### config.mk
export PLATFORM = sky130hd
export DESIGN_NAME = alu_seq_flat
export DESIGN_NICKNAME = d
export VERILOG_FILES = /design/src/rtl/alu_seq_if.sv /design/src/rtl/alu_seq.sv /design/src/flat_wrapper.sv
export SDC_FILE = /design/constraint.sdc
export NUM_CORES = 1
export LEC_CHECK = 0
export BUFFER_PORTS_ARGS = -buffer_cell sky130_fd_sc_hd__buf_4
export CAP_MARGIN = 20
export CORE_MARGIN = 2
export CORE_UTILIZATION = 25
export DETAILED_ROUTE_END_ITERATION = 10
export GPL_ROUTABILITY_DRIVEN = 0
export PLACE_DENSITY = 0.53
export SLEW_MARGIN = 20
export SYNTH_ARGS = -nofsm -noshare
export SYNTH_HDL_FRONTEND = slang
export SYNTH_SLANG_ARGS = --single-unit
### constraint.sdc
create_clock -name i_clk -period 1 [get_ports i_clk]
set_input_delay 0.2 -clock i_clk [delete_from_list [all_inputs] [get_ports i_clk]]
set_output_delay 0.2 -clock i_clk [all_outputs]
set_load 0.01 [all_outputs]
### src/rtl/alu_seq_if.sv
// rtl/alu_seq_if.sv - operand/result handshake bundle for alu_seq
// master = operand source and result sink, slave = the ALU.
interface alu_seq_if #(
   parameter int WIDTH = 4
);
   logic             in_valid;
   logic             in_ready;
   logic [3:0]       func;
   logic [WIDTH-1:0] a;
   logic [WIDTH-1:0] b;
   logic             out_valid;
   logic             out_ready;
   logic [WIDTH-1:0] result;
   logic             cout;
   logic             overflow;
   logic             zero;
   logic             illegal;

   modport master (
      output in_valid, func, a, b, out_ready,
      input  in_ready, out_valid, result, cout, overflow, zero, illegal
   );

   modport slave (
      input  in_valid, func, a, b, out_ready,
      output in_ready, out_valid, result, cout, overflow, zero, illegal
   );
endinterface

### src/rtl/alu_seq.sv
// rtl/alu_seq.sv - registered WIDTH-bit ALU with valid/ready handshake on both sides
// Optional iterative shift-add multiply (func 8) is enabled by defining ALU_MUL_EN.
module alu_seq #(
   parameter int WIDTH = 4
) (
   input  logic     i_clk,
   input  logic     i_rst_n,
   alu_seq_if.slave s_if
);
   localparam int MSB = WIDTH - 1;

   typedef enum logic [1:0] {
`ifdef ALU_MUL_EN
      S_BUSY = 2'd2,
`endif
      S_IDLE = 2'd0,
      S_DONE = 2'd1
   } state_t;

   state_t           r_state;
   state_t           w_state_nxt;
   logic             w_accept;
   logic             w_ld_single;
   logic [WIDTH:0]   w_add;
   logic [WIDTH:0]   w_sub;
   logic             w_add_ov;
   logic             w_sub_ov;
   logic [MSB:0]     w_res;
   logic             w_cout;
   logic             w_ov;
   logic             w_ill;
   logic [MSB:0]     r_result;
   logic             r_cout;
   logic             r_ov;
   logic             r_zero;
   logic             r_ill;

   assign w_accept = s_if.in_valid && (r_state == S_IDLE);

   assign w_add    = {1'b0, s_if.a} + {1'b0, s_if.b};
   assign w_sub    = {1'b0, s_if.a} + {1'b0, ~s_if.b} + (WIDTH+1)'(1);
   // Same-sign operands producing a different-sign result is exactly carry-in(MSB) ^ carry-out.
   assign w_add_ov = (s_if.a[MSB] == s_if.b[MSB]) && (w_add[MSB] != s_if.a[MSB]);
   assign w_sub_ov = (s_if.a[MSB] != s_if.b[MSB]) && (w_sub[MSB] != s_if.a[MSB]);

`ifdef ALU_MUL_EN
   localparam int CW = $clog2(WIDTH);

   logic                 w_is_mul;
   logic                 w_mul_last;
   logic [2*WIDTH-1:0]   w_acc_nxt;
   logic [2*WIDTH-1:0]   r_acc;
   logic [2*WIDTH-1:0]   r_mcand;
   logic [MSB:0]         r_mplier;
   logic [CW-1:0]        r_cnt;

   assign w_is_mul    = (s_if.func == 4'd8);
   assign w_ld_single = w_accept && !w_is_mul;
   assign w_acc_nxt   = r_mplier[0] ? (r_acc + r_mcand) : r_acc;
   assign w_mul_last  = (r_state == S_BUSY) && (r_cnt == CW'(WIDTH - 1));
`else
   assign w_ld_single = w_accept;
`endif

   always_comb begin
      w_res  = '0;
      w_cout = 1'b0;
      w_ov   = 1'b0;
      w_ill  = 1'b0;
      case (s_if.func)
         4'd0: begin
            w_res  = w_add[MSB:0];
            w_cout = w_add[WIDTH];
            w_ov   = w_add_ov;
         end
         4'd1: begin
            w_res  = w_sub[MSB:0];
            w_cout = w_sub[WIDTH];
            w_ov   = w_sub_ov;
         end
         4'd2: w_res = ~s_if.a;
         4'd3: w_res = s_if.a & s_if.b;
         4'd4: w_res = s_if.a | s_if.b;
         4'd5: w_res = s_if.a ^ s_if.b;
         4'd6: w_res = {{(WIDTH-1){1'b0}}, w_sub[MSB] ^ w_sub_ov};
         4'd7: w_res = {{(WIDTH-1){1'b0}}, s_if.a == s_if.b};
`ifdef ALU_MUL_EN
         4'd8: w_ill = 1'b0;
`endif
         default: w_ill = 1'b1;
      endcase
   end

   always_comb begin
      w_state_nxt = r_state;
      case (r_state)
         S_IDLE: begin
            if (w_accept) begin
`ifdef ALU_MUL_EN
               w_state_nxt = w_is_mul ? S_BUSY : S_DONE;
`else
               w_state_nxt = S_DONE;
`endif
            end
         end
`ifdef ALU_MUL_EN
         S_BUSY: if (w_mul_last) w_state_nxt = S_DONE;
`endif
         S_DONE: if (s_if.out_ready) w_state_nxt = S_IDLE;
         default: w_state_nxt = S_IDLE;
      endcase
   end

   always_ff @(posedge i_clk or negedge i_rst_n) begin
      if (!i_rst_n) r_state <= S_IDLE;
      else          r_state <= w_state_nxt;
   end

   always_ff @(posedge i_clk or negedge i_rst_n) begin
      if (!i_rst_n) begin
         r_result <= '0;
         r_cout   <= 1'b0;
         r_ov     <= 1'b0;
         r_zero   <= 1'b0;
         r_ill    <= 1'b0;
      end else if (w_ld_single) begin
         r_result <= w_res;
         r_cout   <= w_cout;
         r_ov     <= w_ov;
         r_zero   <= (w_res == '0);
         r_ill    <= w_ill;
`ifdef ALU_MUL_EN
      end else if (w_mul_last) begin
         r_result <= w_acc_nxt[MSB:0];
         r_cout   <= |w_acc_nxt[2*WIDTH-1:WIDTH];
         r_ov     <= 1'b0;
         r_zero   <= (w_acc_nxt[MSB:0] == '0);
         r_ill    <= 1'b0;
`endif
      end
   end

`ifdef ALU_MUL_EN
   // One partial product per BUSY cycle: multiplicand shifts left, multiplier shifts right.
   always_ff @(posedge i_clk or negedge i_rst_n) begin
      if (!i_rst_n) begin
         r_acc    <= '0;
         r_mcand  <= '0;
         r_mplier <= '0;
         r_cnt    <= '0;
      end else if (w_accept && w_is_mul) begin
         r_acc    <= '0;
         r_mcand  <= {{WIDTH{1'b0}}, s_if.a};
         r_mplier <= s_if.b;
         r_cnt    <= '0;
      end else if (r_state == S_BUSY) begin
         r_acc    <= w_acc_nxt;
         r_mcand  <= r_mcand << 1;
         r_mplier <= r_mplier >> 1;
         r_cnt    <= r_cnt + CW'(1);
      end
   end
`endif

   assign s_if.in_ready  = (r_state == S_IDLE);
   assign s_if.out_valid = (r_state == S_DONE);
   assign s_if.result    = r_result;
   assign s_if.cout      = r_cout;
   assign s_if.overflow  = r_ov;
   assign s_if.zero      = r_zero;
   assign s_if.illegal   = r_ill;
endmodule

### src/flat_wrapper.sv
// flat-port wrapper written by rule: the top's interface ports become plain ports
module alu_seq_flat 
#(
   parameter int WIDTH = 4
)
  (i_clk, i_rst_n, s_if_in_valid, s_if_func, s_if_a, s_if_b, s_if_out_ready, s_if_in_ready, s_if_out_valid, s_if_result, s_if_cout, s_if_overflow, s_if_zero, s_if_illegal);
  alu_seq_if #(.WIDTH(WIDTH)) s_if_i ();
  input  logic i_clk;
  input  logic i_rst_n;
  input wire logic [$bits(s_if_i.in_valid)-1:0] s_if_in_valid;
  input wire logic [$bits(s_if_i.func)-1:0] s_if_func;
  input wire logic [$bits(s_if_i.a)-1:0] s_if_a;
  input wire logic [$bits(s_if_i.b)-1:0] s_if_b;
  input wire logic [$bits(s_if_i.out_ready)-1:0] s_if_out_ready;
  output wire logic [$bits(s_if_i.in_ready)-1:0] s_if_in_ready;
  output wire logic [$bits(s_if_i.out_valid)-1:0] s_if_out_valid;
  output wire logic [$bits(s_if_i.result)-1:0] s_if_result;
  output wire logic [$bits(s_if_i.cout)-1:0] s_if_cout;
  output wire logic [$bits(s_if_i.overflow)-1:0] s_if_overflow;
  output wire logic [$bits(s_if_i.zero)-1:0] s_if_zero;
  output wire logic [$bits(s_if_i.illegal)-1:0] s_if_illegal;
  assign s_if_i.in_valid = s_if_in_valid;
  assign s_if_i.func = s_if_func;
  assign s_if_i.a = s_if_a;
  assign s_if_i.b = s_if_b;
  assign s_if_i.out_ready = s_if_out_ready;
  assign s_if_in_ready = s_if_i.in_ready;
  assign s_if_out_valid = s_if_i.out_valid;
  assign s_if_result = s_if_i.result;
  assign s_if_cout = s_if_i.cout;
  assign s_if_overflow = s_if_i.overflow;
  assign s_if_zero = s_if_i.zero;
  assign s_if_illegal = s_if_i.illegal;
  alu_seq #(.WIDTH(WIDTH)) u_core (.i_clk(i_clk), .i_rst_n(i_rst_n), .s_if(s_if_i));
endmodule
## Yosys cells after proc, flatten, opt, wreduce, memory -nomap -nowiden

Cells that the tools add are included.
Widths: inputs -> output; s select.

| word-level totals | value |
|---|---|
| memories kept | 0 |
| RAM bits | 0 |
| output and inout bits | 10 |
| bits in registers | 10 |
| memory bits (read-only) | 0 |
| input bits | 16 |
| bits in latches | 0 |

| operators by class | value |
|---|---|
| multipliers | 0 |
| reduce and logical (&&, ||, !) cells | 8 |
| bitwise logic cells | 6 |
| shift operators | 0 |
| mux-type cells | 7 |
| equal/unequal tests | 15 |
| divide/modulo/power cells | 0 |
| add/sub/neg operators | 3 |
| magnitude comparators | 0 |

Operator list:

| kind | count |
|---|---|
| $pmux 4 s8 | 1 |
| $eq 4x3->1 const B | 4 |
| $add 4x4->5 | 2 |
| $eq 4x2->1 const B | 2 |
| $logic_not 4->1 | 2 |
| $not 4->4 | 2 |
| $reduce_or 8->1 | 1 |
| $add 5x1->5 const B | 1 |
| $and 4x4->4 | 1 |
| $eq 4x1->1 const B | 1 |
| $eq 4x4->1 | 1 |
| $mux 2 | 2 |
| $or 4x4->4 | 1 |
| $pmux 1 s2 | 2 |
| $pmux 2 s2 | 1 |
| $xor 4x4->4 | 1 |
| $logic_and 1x1->1 | 3 |
| $ne 1x1->1 | 3 |
| $eq 2x1->1 const B | 1 |
| $logic_not 2->1 | 1 |
| $ne 2x1->1 const B | 1 |
| $ne 2x2->1 const B | 1 |
| $reduce_and 2->1 | 1 |
| $eq 1x1->1 | 1 |
| other kinds (2) | 2 |

## Depth between registers and ports, before layout

Gate-level depths: netlist of run 1.

| depth | value |
|---|---|
| depth after elaboration | 8 |
| mapped depth | 11 |
| depth with buffers taken out | 10 |

## Worst setup path after synthesis of run 1

No wires, ideal clock.

| timing path | value |
|---|---|
| path kind | input to register |
| from | in s_if_b[2] |
| to | reg u_core.r_zero, in the netlist u_core.s_if.zero |
| arrival time | 1.937 ns |
| cell stages on the path | 11 |
| slack | -1.059 ns |
| buffers on the path | 1 |
| required time | 0.878 ns |
| path through | inv_1 ha_1 clkbuf_1 inv_1 a21oi_1 fa_1 nor2_1 a21oi_1 o2bb2ai_1 a211oi_1 a32o_1 |

| on the way | value |
|---|---|
| cells in the longest elaborated chain, start to end | 8 |
| elaborated cells between the ends (all ways) | 13 |
| those cells by class | add/sub: 3; eq/ne: 2; mux: 1; bitwise: 5; reduce/logical: 2 |

RTL lines:

| element | line | RTL |
|---|---|---|
| start, declared | flat_wrapper.sv:13 | `input wire logic [$bits(s_if_i.b)-1:0] s_if_b;` |
| $not 4->4 | alu_seq.sv:41 | `assign w_sub = {1'b0, s_if.a} + {1'b0, ~s_if.b} + (WIDTH+1)'(1);` |
| $add 4x4->5 | alu_seq.sv:41 |  |
| $add 5x1->5 | alu_seq.sv:41 |  |
| $ne 1x1->1 | alu_seq.sv:44 | `assign w_sub_ov = (s_if.a[MSB] != s_if.b[MSB]) && (w_sub[MSB] != s_if.a[MSB]);` |
| $logic_and 1x1->1 | alu_seq.sv:44 |  |
| $xor 1x1->1 | alu_seq.sv:85 | `4'd6: w_res = {{(WIDTH-1){1'b0}}, w_sub[MSB] ^ w_sub_ov};` |
| $pmux 4 s8 * | alu_seq.sv:70 | `case (s_if.func)` |
| $logic_not 4->1 * | alu_seq.sv:130 | `r_zero <= (w_res == '0);` |
| end signal, assigned | alu_seq.sv:130 |  |
| end, declared | alu_seq.sv:35 | `logic r_zero;` |

Mark *: on every way between the ends. The rest lies on a longest branch, timed or not.
A chain may end at the register's enable or synchronous reset.

## Worst setup path in the final report of run 1

| timing path | value |
|---|---|
| from | in s_if_b[1] |
| to | reg u_core.r_zero, in the netlist u_core.s_if.zero |

Same word-level chain as after synthesis.

==> impl_results.md, run 1 <==
* Complex-gate fraction of the synthesized area at 0.227
* Starting density of the core at 0.260
* Initial antenna violation count at 0
* I/O pin cnt at 26
* CTS H-tree lvls at 1
* Sort of element at the end of the critical path: flop
* Remaining design rule violation count at 0
* Failing checks: setup timing
* Core ar. at 3690 µm²
* Max-cap check violation count at 0
* Clock root cell: sky130_fd_sc_hd__clkbuf_8
* Synthesized-area fraction occupied by adder cells at 0.219
* Post-route fraction of the period consumed by the critical path at 1.86
* Arrival @ worst endpoint at 1.97 ns
* Startpoint type of the worst setup path: input pin
* Fraction of registers with async set/reset at 1.00
* Net Count, Synth at 146
* Worst Path Class, Setup: input pin to flop
* Max Buffers Root-to-Sink at 2
* Number of vias per cell at 4.64
* Post-route standard cell area excluding fillers at 1620 µm²
* DR WL/cell at 12.3 µm
* Total grt overflow at 0
* Final ANT Viol Nets at 0
* R2R depth at 3
* Share of cell area taken by muxes after synthesis at 0.0326
* Min-Delay Path Depth at 2
* Cell-by-cell listing of the critical path: buf_8, clkinvlp_4, ha_4, buf_4, or4b_4, o221ai_4, a32oi_2, and3_1, a32o_1
* Register bit total from synthesis at 9
* Via count at 998
* Die width at 66.0 µm
* Slowest cell on the critical path: sky130_fd_sc_hd__or4b_4
* Required time of the worst setup path at 1.11 ns
* Synth-to-layout area growth at 68.7%
* Power density relative to cell area at 1030 nW/µm²
* Final min period at 1.86 ns
* Final hold viol count at 0
* Row cnt at 22
* Leakage Power at 0.757 nW
* TritonCTS Buffers at 3
* Layout net count at 199
* Number of setup violations in the final report at 10
* Number of port buffers at 25
* Maximum vdd drop at 0.349 mV
* Placed standard-cell area at 1440 µm²
* Chip height at 66.0 µm
* Cell count after synthesis at 115
* Path class of the lowest-slack min-delay path: input pin to flop
* Slack of the critical path at -0.864 ns
* Share of final-layout standard cells stronger than drive strength 1 at 0.527
* CP max stage delay at 0.53 ns
* Fraction of the core area covered by cells at the end of the flow at 0.439
* Mapped cell area at 960 µm²
* CP max FO at 3
* Number of enable flip-flop cells after synthesis at 0
* Combinational family with the most area after synthesis: compound AO/OA/AOI/OAI gates
* Pin count of the biggest net entering global routing at 14
* Synth Area in Simple Gates at 0.158
* HPWL reported at the end of detailed placement at 2160 µm
* Routed wire length at 2640 µm
* Worst rel slew slack at 0.772
* Final max-slew violation count at 0
* Average instance area after synthesis at 8.34 µm²
* XOR/XNOR share of the synthesized area at 0.0365
* Wire length of the first global-routing pass at 4460 µm
* Unrepaired setup endpoints after global routing: true
* Synthesis warning total at 0
* Clock network latency to the later pin of the worst-skew pair at 0.23 ns
* Worst-case clock skew at 0.00236 ns
* Worst-path clk slew at 0.04 ns
* Overall die area at 4350 µm²
* # diodes at 0
* CTS sink count at 9
* First-pass detailed-route iteration total at 3
* Outcome: finished, violations left
* Number of global-route vias before repair at 1013
* Proportion of synthesized chip area in sequential cells at 0.235
* Transition at the pin with the smallest max-transition slack at 0.341 ns
* GRT Total Usage at 0.131
* DRC violation total after the first TritonRoute iteration at 23
* Leading register cell type out of synthesis: sky130_fd_sc_hd__dfrtp_1
* Unique cell type count in the Yosys netlist at 32
* Maximum operating frequency at 536 MHz
* CTS tree: built
-- sequential cells by signal, indices dropped and copies added (netlist names) --
signal                count
u_core.s_if.result        4
u_core.r_state            1
u_core.s_if.cout          1
u_core.s_if.illegal       1
u_core.s_if.overflow      1
u_core.s_if.zero          1
-- routing by layer --
layer,part of all wire,track usage,vias to the layer above
met5,0,0,-
met4,0,0.0306,0
met1,0.44,0.172,475
li1,-,-,501
met2,0.51,0.223,22
met3,0.046,0.0204,0
-- power by group --
part | internal (W) | switching [W]
registers | 0.000427 | 0.0000337
logic | 0.000432 | 0.000374
clock network | 0.000276 | 0.000128
-- logic make-up after synthesis --
kind of cell    after synthesis
buf+inv                      21
mux                           3
fa+ha+maj                    15
compound gates               33
simple gates                 30
xor+xnor                      4
flops                         9
-- worst max-delay path, delay by kind of cell --
kind            cells  cell delay [ns]
buf+inv             3             0.32
fa+ha+maj           1             0.22
compound gates      3             0.54
simple gates        2             0.70
-- metrics by stage --
stage / setup WS, ns / instances / hold slack (ns) / TNS, ns / power [W]
floorplan: -0.936 / 115 / -0.0956 / -4.57 / 0.000829
global placement: -1.13 / 208 / 0.0253 / -6.54 / 0.00116
detailed placement: -1.15 / 208 / 0.0277 / -6.70 / 0.00118
CTS: -0.864 / 214 / 0.176 / -4.73 / 0.00164
global route: -0.920 / 215 / 0.199 / -5.32 / 0.00179
finish: -0.864 / 215 / 0.172 / -4.73 / 0.00167
-- cell usage after synthesis, drive strengths merged, types with 2 or more instances --
cell type  instances  area, µm²
a32oi              2       17.5
o21ai              9       45.0
nor3b              3       22.5
mux2i              2       20.0
a21o               4       30.0
a211oi             3       22.5
nand2             11       41.3
ha                12        150
inv               14       52.6
dfrtp              9        225
clkbuf             4       15.0
fa                 3       60.1
nor3               3       15.0
nor2b              4       25.0
or3                2       12.5
nor2               5       18.8
a21oi              7       35.0
xnor2              2       17.5
xor2               2       17.5
buf                3       21.3
-- layout make-up --
class | instances | area, µm²
clock buffers | 4 | 45.0
inverters | 14 | 61.3
well taps | 48 | 60.1
multi-input cells | 85 | 782
fillers | 374 | 2070
flip-flops and latches | 9 | 225
repair buffers | 55 | 445
-- final timing paths --
kind,startpoint,end,slack [ns]
worst min register to register,u_core.s_if.result[0],u_core.s_if.result[0],0.49
max in group asynchronous,i_rst_n,u_core.r_state[0],0.54
worst max-delay path,s_if_b[1],u_core.s_if.zero,-0.86
worst min-delay path,s_if_out_ready,u_core.r_state[0],0.17
worst max register to register,u_core.r_state[0],u_core.s_if.cout,-0.08
min in group asynchronous,i_rst_n,u_core.s_if.illegal,0.33
-- timing repair --
action	4_1_cts	5_1_grt
endpoints found under the hold margin	9	0
buffers inserted	1	1
pin swaps	5	10
endpoints found under the setup margin	8	10
hold buffers	1	0
resized for setup	17	14
-- layout by cell type (no fill, tap or decap), drive strengths merged, types with 2 or more instances in the layout --
cell / instances
nor2: 5
fa: 3
nor2b: 4
a211oi: 3
inv: 13
clkbuf: 4
xnor2: 2
dfrtp: 9
mux2i: 2
nand2: 11
a21oi: 7
a21o: 4
buf: 54
a32oi: 2
or3: 2
o21ai: 9
xor2: 2
nor3: 3
nor3b: 3
ha: 12
No activity file was read; power rests on OpenSTA's default activity.
==> run 2: changes to the inputs <==
CELL_PAD_IN_SITES_DETAIL_PLACEMENT = 0   (was default)
CELL_PAD_IN_SITES_GLOBAL_PLACEMENT = 2   (was default)
PLACE_DENSITY = 0.78   (was 0.53)
==> run 2 against run 1 <==
Effect of this change: the flow still finishes with violations (setup timing); critical path depth is the same; power shrank 0.57%; hold slack lost 0.0056 ns; final cell count grew 2.3%; first-iteration DRC count grew 48%; critical path type unchanged; largest cell class unchanged; largest power group unchanged.
==> impl_results.md, run 2 (synthesis results as in run 1) <==
* Combinational Power Share at 0.480 (was 0.482)
* Kind of cell with the highest combined delay on the critical path: simple AND/OR/NAND/NOR gates (unchanged)
* Pin count of the biggest net entering global routing at 13 (was 14)
* Flip-flop count of the largest register, all copies and words added at 4 (unchanged)
* Failing checks: setup timing (unchanged)
* Chip height at 66.0 µm (unchanged)
* Overall die area at 4350 µm² (unchanged)
* Seq pwr share at 0.278 (was 0.276)
* CP max FO at 3 (unchanged)
* Required time of the worst setup path at 1.11 ns (about the same)
* Die width at 66.0 µm (unchanged)
* DRC violation total after the first TritonRoute iteration at 34 (was 23)
* CTS tree: built (unchanged)
* Number of global-route vias before repair at 1028 (was 1013)
* Unrepaired setup endpoints after global routing: true (unchanged)
* Met3 track demand over resource at 0.0153 (was 0.0204)
* CTS sink count at 9 (unchanged)
* Fillers at 384 (was 374)
* Path class of the lowest-slack min-delay path: input pin to flop (unchanged)
* Row cnt at 22 (unchanged)
* Maximum operating frequency at 534 MHz (was 536 MHz)
* Remaining design rule violation count at 0 (unchanged)
* Clock network latency to the later pin of the worst-skew pair at 0.22 ns (was 0.23 ns)
* Psw at 0.000523 W (was 0.000536 W)
* Final hold viol count at 0 (unchanged)
* Routed wire length at 2680 µm (was 2640 µm)
* First-pass detailed-route iteration total at 4 (was 3)
* Worst-path clk slew at 0.04 ns (about the same)
* Maximum vdd drop at 0.320 mV (was 0.349 mV)
* Post-Route Setup TNS at -4.73 ns (about the same)
* Cell-by-cell listing of the critical path: buf_8, clkinvlp_4, ha_4, buf_4, or4b_1, o221ai_1, a32oi_1, and3_1, a32o_1 (was buf_8, clkinvlp_4, ha_4, buf_4, or4b_4, o221ai_4, a32oi_2, and3_1, a32o_1)
* Worst Setup Slack post-DPL at -1.18 ns (was -1.15 ns)
* Wire length of the first global-routing pass at 4410 µm (was 4460 µm)
* Transition at the pin with the smallest max-transition slack at 0.368 ns (was 0.341 ns)
* I/O pin cnt at 26 (unchanged)
* Number of port buffers at 25 (unchanged)
* GRT Total Usage at 0.129 (was 0.131)
* Startpoint type of the worst setup path: input pin (unchanged)
* Final max-slew violation count at 0 (unchanged)
* Clock root cell: sky130_fd_sc_hd__clkbuf_8 (unchanged)
* Number of vias per cell at 4.62 (was 4.64)
* CTS H-tree lvls at 1 (unchanged)
* Placed standard-cell area at 1490 µm² (was 1440 µm²)
* Outcome: finished, violations left (unchanged)
* Synth-to-layout area growth at 70.4% (was 68.7%)
* Via count at 1016 (was 998)
* GR Layer Usage met2 at 0.241 (was 0.223)
* Arrival @ worst endpoint at 1.98 ns (was 1.97 ns)
* Post-route standard cell area excluding fillers at 1640 µm² (was 1620 µm²)
* Clk pwr share at 0.242 (about the same)
* CP max stage delay at 0.51 ns (was 0.53 ns)
* Final ANT Viol Nets at 0 (unchanged)
* Met1 Track Usage GR at 0.155 (was 0.172)
* Total grt overflow at 0 (unchanged)
* Leakage Power at 0.784 nW (was 0.757 nW)
* Number of setup violations in the final report at 8 (was 10)
* Slack of the critical path at -0.873 ns (was -0.864 ns)
* Peak-usage layer in the global routing report: met2 (unchanged)
* # diodes at 0 (unchanged)
* TritonCTS Buffers at 3 (unchanged)
* HPWL reported at the end of detailed placement at 2280 µm (was 2160 µm)
* Core ar. at 3690 µm² (unchanged)
* Leading cell types in the layout, fill and taps excluded: sky130_fd_sc_hd__buf_4 (54), sky130_fd_sc_hd__nand2_1 (10), sky130_fd_sc_hd__dfrtp_1 (9) (was sky130_fd_sc_hd__buf_4 (48), sky130_fd_sc_hd__nand2_1 (10), sky130_fd_sc_hd__dfrtp_1 (9))
* Sort of element at the end of the critical path: flop (unchanged)
* Final min period at 1.87 ns (was 1.86 ns)
* Worst Path Class, Setup: input pin to flop (unchanged)
* Max Buffers Root-to-Sink at 2 (unchanged)
* DR WL/cell at 12.2 µm (was 12.3 µm)
* Worst rel slew slack at 0.754 (was 0.772)
* Number of buffer and inverter instances along the worst setup path at 3 (unchanged)
* Cell internal power dissipation at 0.00114 W (about the same)
* Worst-case clock skew at 0.00169 ns (was 0.00236 ns)
* Slowest cell on the critical path: sky130_fd_sc_hd__or4b_1 (was sky130_fd_sc_hd__or4b_4)
* Post-route fraction of the period consumed by the critical path at 1.87 (was 1.86)
* Most frequent standard cell in the layout excluding fill and tap cells: sky130_fd_sc_hd__buf_4 (unchanged)
* Max-cap check violation count at 0 (unchanged)
* Share of final-layout standard cells stronger than drive strength 1 at 0.506 (was 0.527)
* Share of total power consumed by net switching at 0.315 (was 0.321)
* Layout net count at 204 (was 199)
* Initial antenna violation count at 0 (unchanged)
* Power density relative to cell area at 1020 nW/µm² (was 1030 nW/µm²)
* Starting density of the core at 0.260 (unchanged)
[run 2: metal layers]
layer  up-vias  routed length [µm]  share of wire
li1        510                   -              -
met1       463                1110           0.41
met2        39                1390           0.52
met3         4                 154          0.057
met4         0                  29          0.011
met5         -                   0              0
[run 2: worst paths after layout]
path                                       start                    end  slack (ns)  cells past startpoint
min                               s_if_out_ready      u_core.r_state[0]        0.17                      2
max in group asynchronous                i_rst_n    u_core.s_if.illegal        0.54                      2
min in group asynchronous                i_rst_n  u_core.s_if.result[3]        0.33                      2
max                                    s_if_b[1]       u_core.s_if.zero       -0.87                      9
max reg2reg                    u_core.r_state[0]       u_core.s_if.zero       -0.08                      4
min reg2reg                u_core.s_if.result[2]  u_core.s_if.result[2]        0.48                      1
[run 2: timing repair]
action / 4_1_cts / 5_1_grt
pin swaps: 11 / 5
hold buffers: 1 / 0
cloned: 0 / 0
endpoints found under the hold margin: 9 / 0
setup endpoints to repair: 9 / 9
setup buffers: 2 / 0
resized for setup: 17 / 6
[run 2: final cells by class]
type,count,area (µm²),area share
clock buffer,4,45.0,0.0275
timing repair buffer,60,484,0.296
sequential,9,225,0.138
tap,48,60.1,0.0367
multi-input combinational,85,759,0.464
inverter,14,61.3,0.0375
[run 2: stage by stage]
stage               hold WS (ns)  cells   util  total power (W)
floorplan                -0.0956    115      -         0.000829
global placement          0.0268    213  0.403          0.00118
detailed placement        0.0273    213  0.403          0.00120
CTS                        0.167    220  0.436          0.00167
global route               0.174    220  0.443          0.00179
finish                     0.167    220  0.443          0.00166
[run 2: power by group through the flow]
stage / registers [W] / clock network, W / logic, W
2_1_floorplan: 0.000493 / 0 / 0.000336
3_3_place_gp: 0.000464 / 0 / 0.000720
3_5_place_dp: 0.000468 / 0 / 0.000735
4_1_cts: 0.000464 / 0.000414 / 0.000792
5_1_grt: 0.000469 / 0.000450 / 0.000875
6_report: 0.000463 / 0.000402 / 0.000797
==> run 3: changes to the inputs <==
--- a/config.mk
+++ b/config.mk
@@ -6,13 +6,14 @@
 export NUM_CORES = 1
 export LEC_CHECK = 0
+export ABC_AREA = 1
 export BUFFER_PORTS_ARGS = -buffer_cell sky130_fd_sc_hd__buf_4
 export CAP_MARGIN = 20
 export CELL_PAD_IN_SITES_DETAIL_PLACEMENT = 0
 export CELL_PAD_IN_SITES_GLOBAL_PLACEMENT = 2
-export CORE_MARGIN = 2
+export CORE_MARGIN = 8
 export CORE_UTILIZATION = 25
 export DETAILED_ROUTE_END_ITERATION = 10
 export GPL_ROUTABILITY_DRIVEN = 0
-export PLACE_DENSITY = 0.78
+export PLACE_DENSITY = 0.82
 export SLEW_MARGIN = 20
 export SYNTH_ARGS = -nofsm -noshare
==> constraint.sdc (replaced) <==
create_clock -name i_clk -period 1 [get_ports i_clk]
set_input_delay 0.15 -clock i_clk [delete_from_list [all_inputs] [get_ports i_clk]]
set_output_delay 0.15 -clock i_clk [all_outputs]
set_load 0.01 [all_outputs]
==> run 3 against run 2 <==
Effect of this change: the run still ends with setup timing left; maximum frequency is 14% higher; critical path depth is 5 higher; via count is 16% higher; clock power is 1% higher; core utilization is 0.76 points higher; largest cell class unchanged.
==> impl_results.md, run 3 <==
* Outcome: finished, violations left (unchanged)
* Failing checks: setup timing (unchanged)
* Synth-to-layout area growth at 75.2% (was 70.4%)
* Max-cap check violation count at 0 (unchanged)
* Startpoint type of the worst setup path: input pin (unchanged)
* DR WL/cell at 11.6 µm (was 12.2 µm)
* Synthesis warning total at 0 (unchanged)
* Worst Path Class, Setup: input pin to flop (unchanged)
* Most area-hungry cell type in the Yosys netlist: sky130_fd_sc_hd__dfrtp_1 (unchanged)
* Cell Count, Final, Fillers Out at 270 (was 220)
* Mapped cell area at 1010 µm² (was 960 µm²)
* Core ar. at 3940 µm² (was 3690 µm²)
* Cell-by-cell listing of the critical path: buf_8, inv_4, ha_4, inv_2, a21oi_2, nor2_1, nor2_1, fa_1, o21ai_1, nor2_1, nand2_1, nor2_1, nand2_1, nand2_1 (was buf_8, clkinvlp_4, ha_4, buf_4, or4b_1, o221ai_1, a32oi_1, and3_1, a32o_1)
* Clock root cell: sky130_fd_sc_hd__clkbuf_8 (unchanged)
* Worst rel slew slack at 0.814 (was 0.754)
* Clock network latency to the later pin of the worst-skew pair at 0.23 ns (was 0.22 ns)
* I/O pin cnt at 26 (unchanged)
* CP max FO at 3 (unchanged)
* Total grt overflow at 0 (unchanged)
* Net Count, Synth at 184 (was 146)
* Reg-to-Reg End: u_core.s_if.cout (was u_core.s_if.zero)
* Routed wire length at 3140 µm (was 2680 µm)
* Top-area cell type share of the netlist area at 0.222 (was 0.235)
* Unique cell type count in the Yosys netlist at 22 (was 32)
* Startpoint of the worst hold path: s_if_out_ready (unchanged)
* Leading register cell type out of synthesis: sky130_fd_sc_hd__dfrtp_1 (unchanged)
* Register bit total from synthesis at 9 (unchanged)
* Worst-case clock skew at 0.00201 ns (was 0.00169 ns)
* CTS H-tree lvls at 1 (unchanged)
* Average instance area after synthesis at 6.63 µm² (was 8.34 µm²)
* # diodes at 0 (unchanged)
* Final max-slew violation count at 0 (unchanged)
* Layout net count at 252 (was 204)
* GRT Total Usage at 0.0998 (was 0.129)
* Chip height at 79.7 µm (was 66.0 µm)
* DRC violation total after the first TritonRoute iteration at 23 (was 34)
* Share of final-layout standard cells stronger than drive strength 1 at 0.441 (was 0.506)
* First-pass detailed-route iteration total at 4 (unchanged)
* Transition at the pin with the smallest max-transition slack at 0.279 ns (was 0.368 ns)
* Row cnt at 23 (was 22)
* Arrival @ worst endpoint at 1.75 ns (was 1.98 ns)
* Setup slack, reg-to-reg at -0.08 ns (about the same)
* Top cells by instance count after synthesis: sky130_fd_sc_hd__nand2_1 (34), sky130_fd_sc_hd__inv_1 (25), sky130_fd_sc_hd__nand3_1 (24) (was sky130_fd_sc_hd__inv_1 (14), sky130_fd_sc_hd__ha_1 (12), sky130_fd_sc_hd__nand2_1 (11))
* Worst-path clk slew at 0.04 ns (about the same)
* Overall die area at 6350 µm² (was 4350 µm²)
* Number of vias per cell at 4.35 (was 4.62)
* Final ANT Viol Nets at 0 (unchanged)
* Leading cell types in the layout, fill and taps excluded: sky130_fd_sc_hd__buf_4 (52), sky130_fd_sc_hd__nand2_1 (31), sky130_fd_sc_hd__nand3_1 (21) (was sky130_fd_sc_hd__buf_4 (54), sky130_fd_sc_hd__nand2_1 (10), sky130_fd_sc_hd__dfrtp_1 (9))
* Most frequent standard cell in the layout excluding fill and tap cells: sky130_fd_sc_hd__buf_4 (unchanged)
* TritonCTS Buffers at 3 (unchanged)
* R2R depth at 6 (was 4)
* Slack of the critical path at -0.640 ns (was -0.873 ns)
* CP max stage delay at 0.48 ns (was 0.51 ns)
* Leakage Power at 0.937 nW (was 0.784 nW)
* Number of global-route vias before repair at 1210 (was 1028)
* R2r startpoint: u_core.r_state[0] (unchanged)
* Number of setup violations in the final report at 8 (unchanged)
* HPWL reported at the end of detailed placement at 2630 µm (was 2280 µm)
* Final min period at 1.64 ns (was 1.87 ns)
* Cell count after placement at 261 (was 213)
* Number of buffer and inverter instances along the worst setup path at 3 (unchanged)
* Number of port buffers at 25 (unchanged)
* Die width at 79.7 µm (was 66.0 µm)
* Cell count after synthesis at 153 (was 115)
* CTS sink count at 9 (unchanged)
* Maximum vdd drop at 0.330 mV (was 0.320 mV)
* Top cells by area in the synthesized netlist: sky130_fd_sc_hd__dfrtp_1 (22%), sky130_fd_sc_hd__ha_1 (15%), sky130_fd_sc_hd__nand2_1 (13%) (was sky130_fd_sc_hd__dfrtp_1 (23%), sky130_fd_sc_hd__ha_1 (16%), sky130_fd_sc_hd__fa_1 (6.3%))
* Cell repeated most along the worst path: sky130_fd_sc_hd__nor2_1
* Unrepaired setup endpoints after global routing: true (unchanged)
* Slowest cell on the critical path: sky130_fd_sc_hd__fa_1 (was sky130_fd_sc_hd__or4b_1)
* Max Buffers Root-to-Sink at 2 (unchanged)
* Initial antenna violation count at 0 (unchanged)
* CTS tree: built (unchanged)
* Total Power Consumption at 0.00177 W (was 0.00166 W)
* Pin count of the biggest net entering global routing at 12 (was 13)
* Number of enable flip-flop cells after synthesis at 0 (unchanged)
* Path class of the lowest-slack min-delay path: input pin to flop (unchanged)
* Wire length of the first global-routing pass at 5240 µm (was 4410 µm)
* Via count at 1175 (was 1016)
* Kind of cell with the highest combined delay on the critical path: adder cells (was simple AND/OR/NAND/NOR gates)
* Min-Delay Path Depth at 2 (unchanged)
* Required time of the worst setup path at 1.11 ns (about the same)
* Flip-flop count of the largest register, all copies and words added at 4 (unchanged)
* Proportion of synthesized chip area in sequential cells at 0.222 (was 0.235)
* Starting density of the core at 0.257 (was 0.260)
* Endpoint of the worst hold-timing path: u_core.r_state[0] (unchanged)
* Maximum operating frequency at 610 MHz (was 534 MHz)
* Post-route fraction of the period consumed by the critical path at 1.64 (was 1.87)
* Power density relative to cell area at 997 nW/µm² (was 1020 nW/µm²)
* Final hold viol count at 0 (unchanged)
* Most common cell in the synthesized netlist: sky130_fd_sc_hd__nand2_1 (was sky130_fd_sc_hd__inv_1)
* Sort of element at the end of the critical path: flop (unchanged)
* Remaining design rule violation count at 0 (unchanged)
* Fraction of registers with async set/reset at 1.00 (unchanged)
run 3: worst max-delay path by stage:
stage	start	to	slack [ns]	depth (start not counted)
2_1_floorplan	s_if_b[2]	u_core.s_if.zero	-0.72	12
3_3_place_gp	s_if_b[1]	u_core.s_if.zero	-0.90	14
3_5_place_dp	s_if_a[1]	u_core.s_if.zero	-0.97	14
4_1_cts	s_if_b[1]	u_core.s_if.zero	-0.63	14
5_1_grt	s_if_a[1]	u_core.s_if.zero	-0.73	14
6_report	s_if_b[1]	u_core.s_if.zero	-0.64	14
run 3: area by class of cell:
type,instances,area [µm²]
Fill cell,422,2160
Multi-Input combinational cell,115,767
Timing Repair Buffer,65,552
Sequential cell,9,225
Inverter,27,126
Tap cell,50,62.6
Clock buffer,4,45.0
run 3: cells by family (layout without fill, tap and decap cells):
logic type,Yosys count,after routing,share of synthesized area
AO/OA/AOI/OAI,14,14,0.0752
AND/OR/NAND/NOR,84,84,0.366
flip-flops,9,9,0.222
XOR/XNOR,2,2,0.0173
adder cells (fa/ha/maj),15,15,0.207
buffers and inverters,29,96,0.112
run 3: repair_timing:
| item | CTS | global route |
|---|---|---|
| setup endpoints to repair | 8 | 9 |
| pin swaps | 15 | 9 |
| setup buffers | 5 | 1 |
| hold buffers | 1 | 0 |
| gates resized for setup | 30 | 12 |
| hold endpoints to repair | 9 | 0 |
run 3: per-stage QoR:
step / TNS [ns] / cell area, µm² / hold WS, ns / setup slack (ns) / utilization
5_1_grt: -3.64 / 1780 / 0.161 / -0.733 / 0.451
2_1_floorplan: -3.33 / 1080 / -0.146 / -0.719 / -
6_report: -2.98 / 1780 / 0.148 / -0.640 / 0.451
3_5_place_dp: -5.37 / 1570 / -0.0223 / -0.967 / 0.398
3_3_place_gp: -5.12 / 1570 / -0.0245 / -0.897 / 0.398
4_1_cts: -3.05 / 1760 / 0.119 / -0.626 / 0.446
run 3: where the power goes:
part           internal (W)  switching (W)  total [W]
clock network      0.000277       0.000130   0.000406
logic              0.000466       0.000411   0.000878
registers          0.000443      0.0000460   0.000489
total               0.00119       0.000587    0.00177
run 3: metal layers:
layer	up-vias	track usage	routed length [µm]	part of all wire
li1	616	-	-	-
met1	521	0.115	1380	0.44
met2	34	0.184	1550	0.49
met3	4	0.0191	178	0.057
met4	0	0.0204	28	0.0089
met5	-	0	0	0
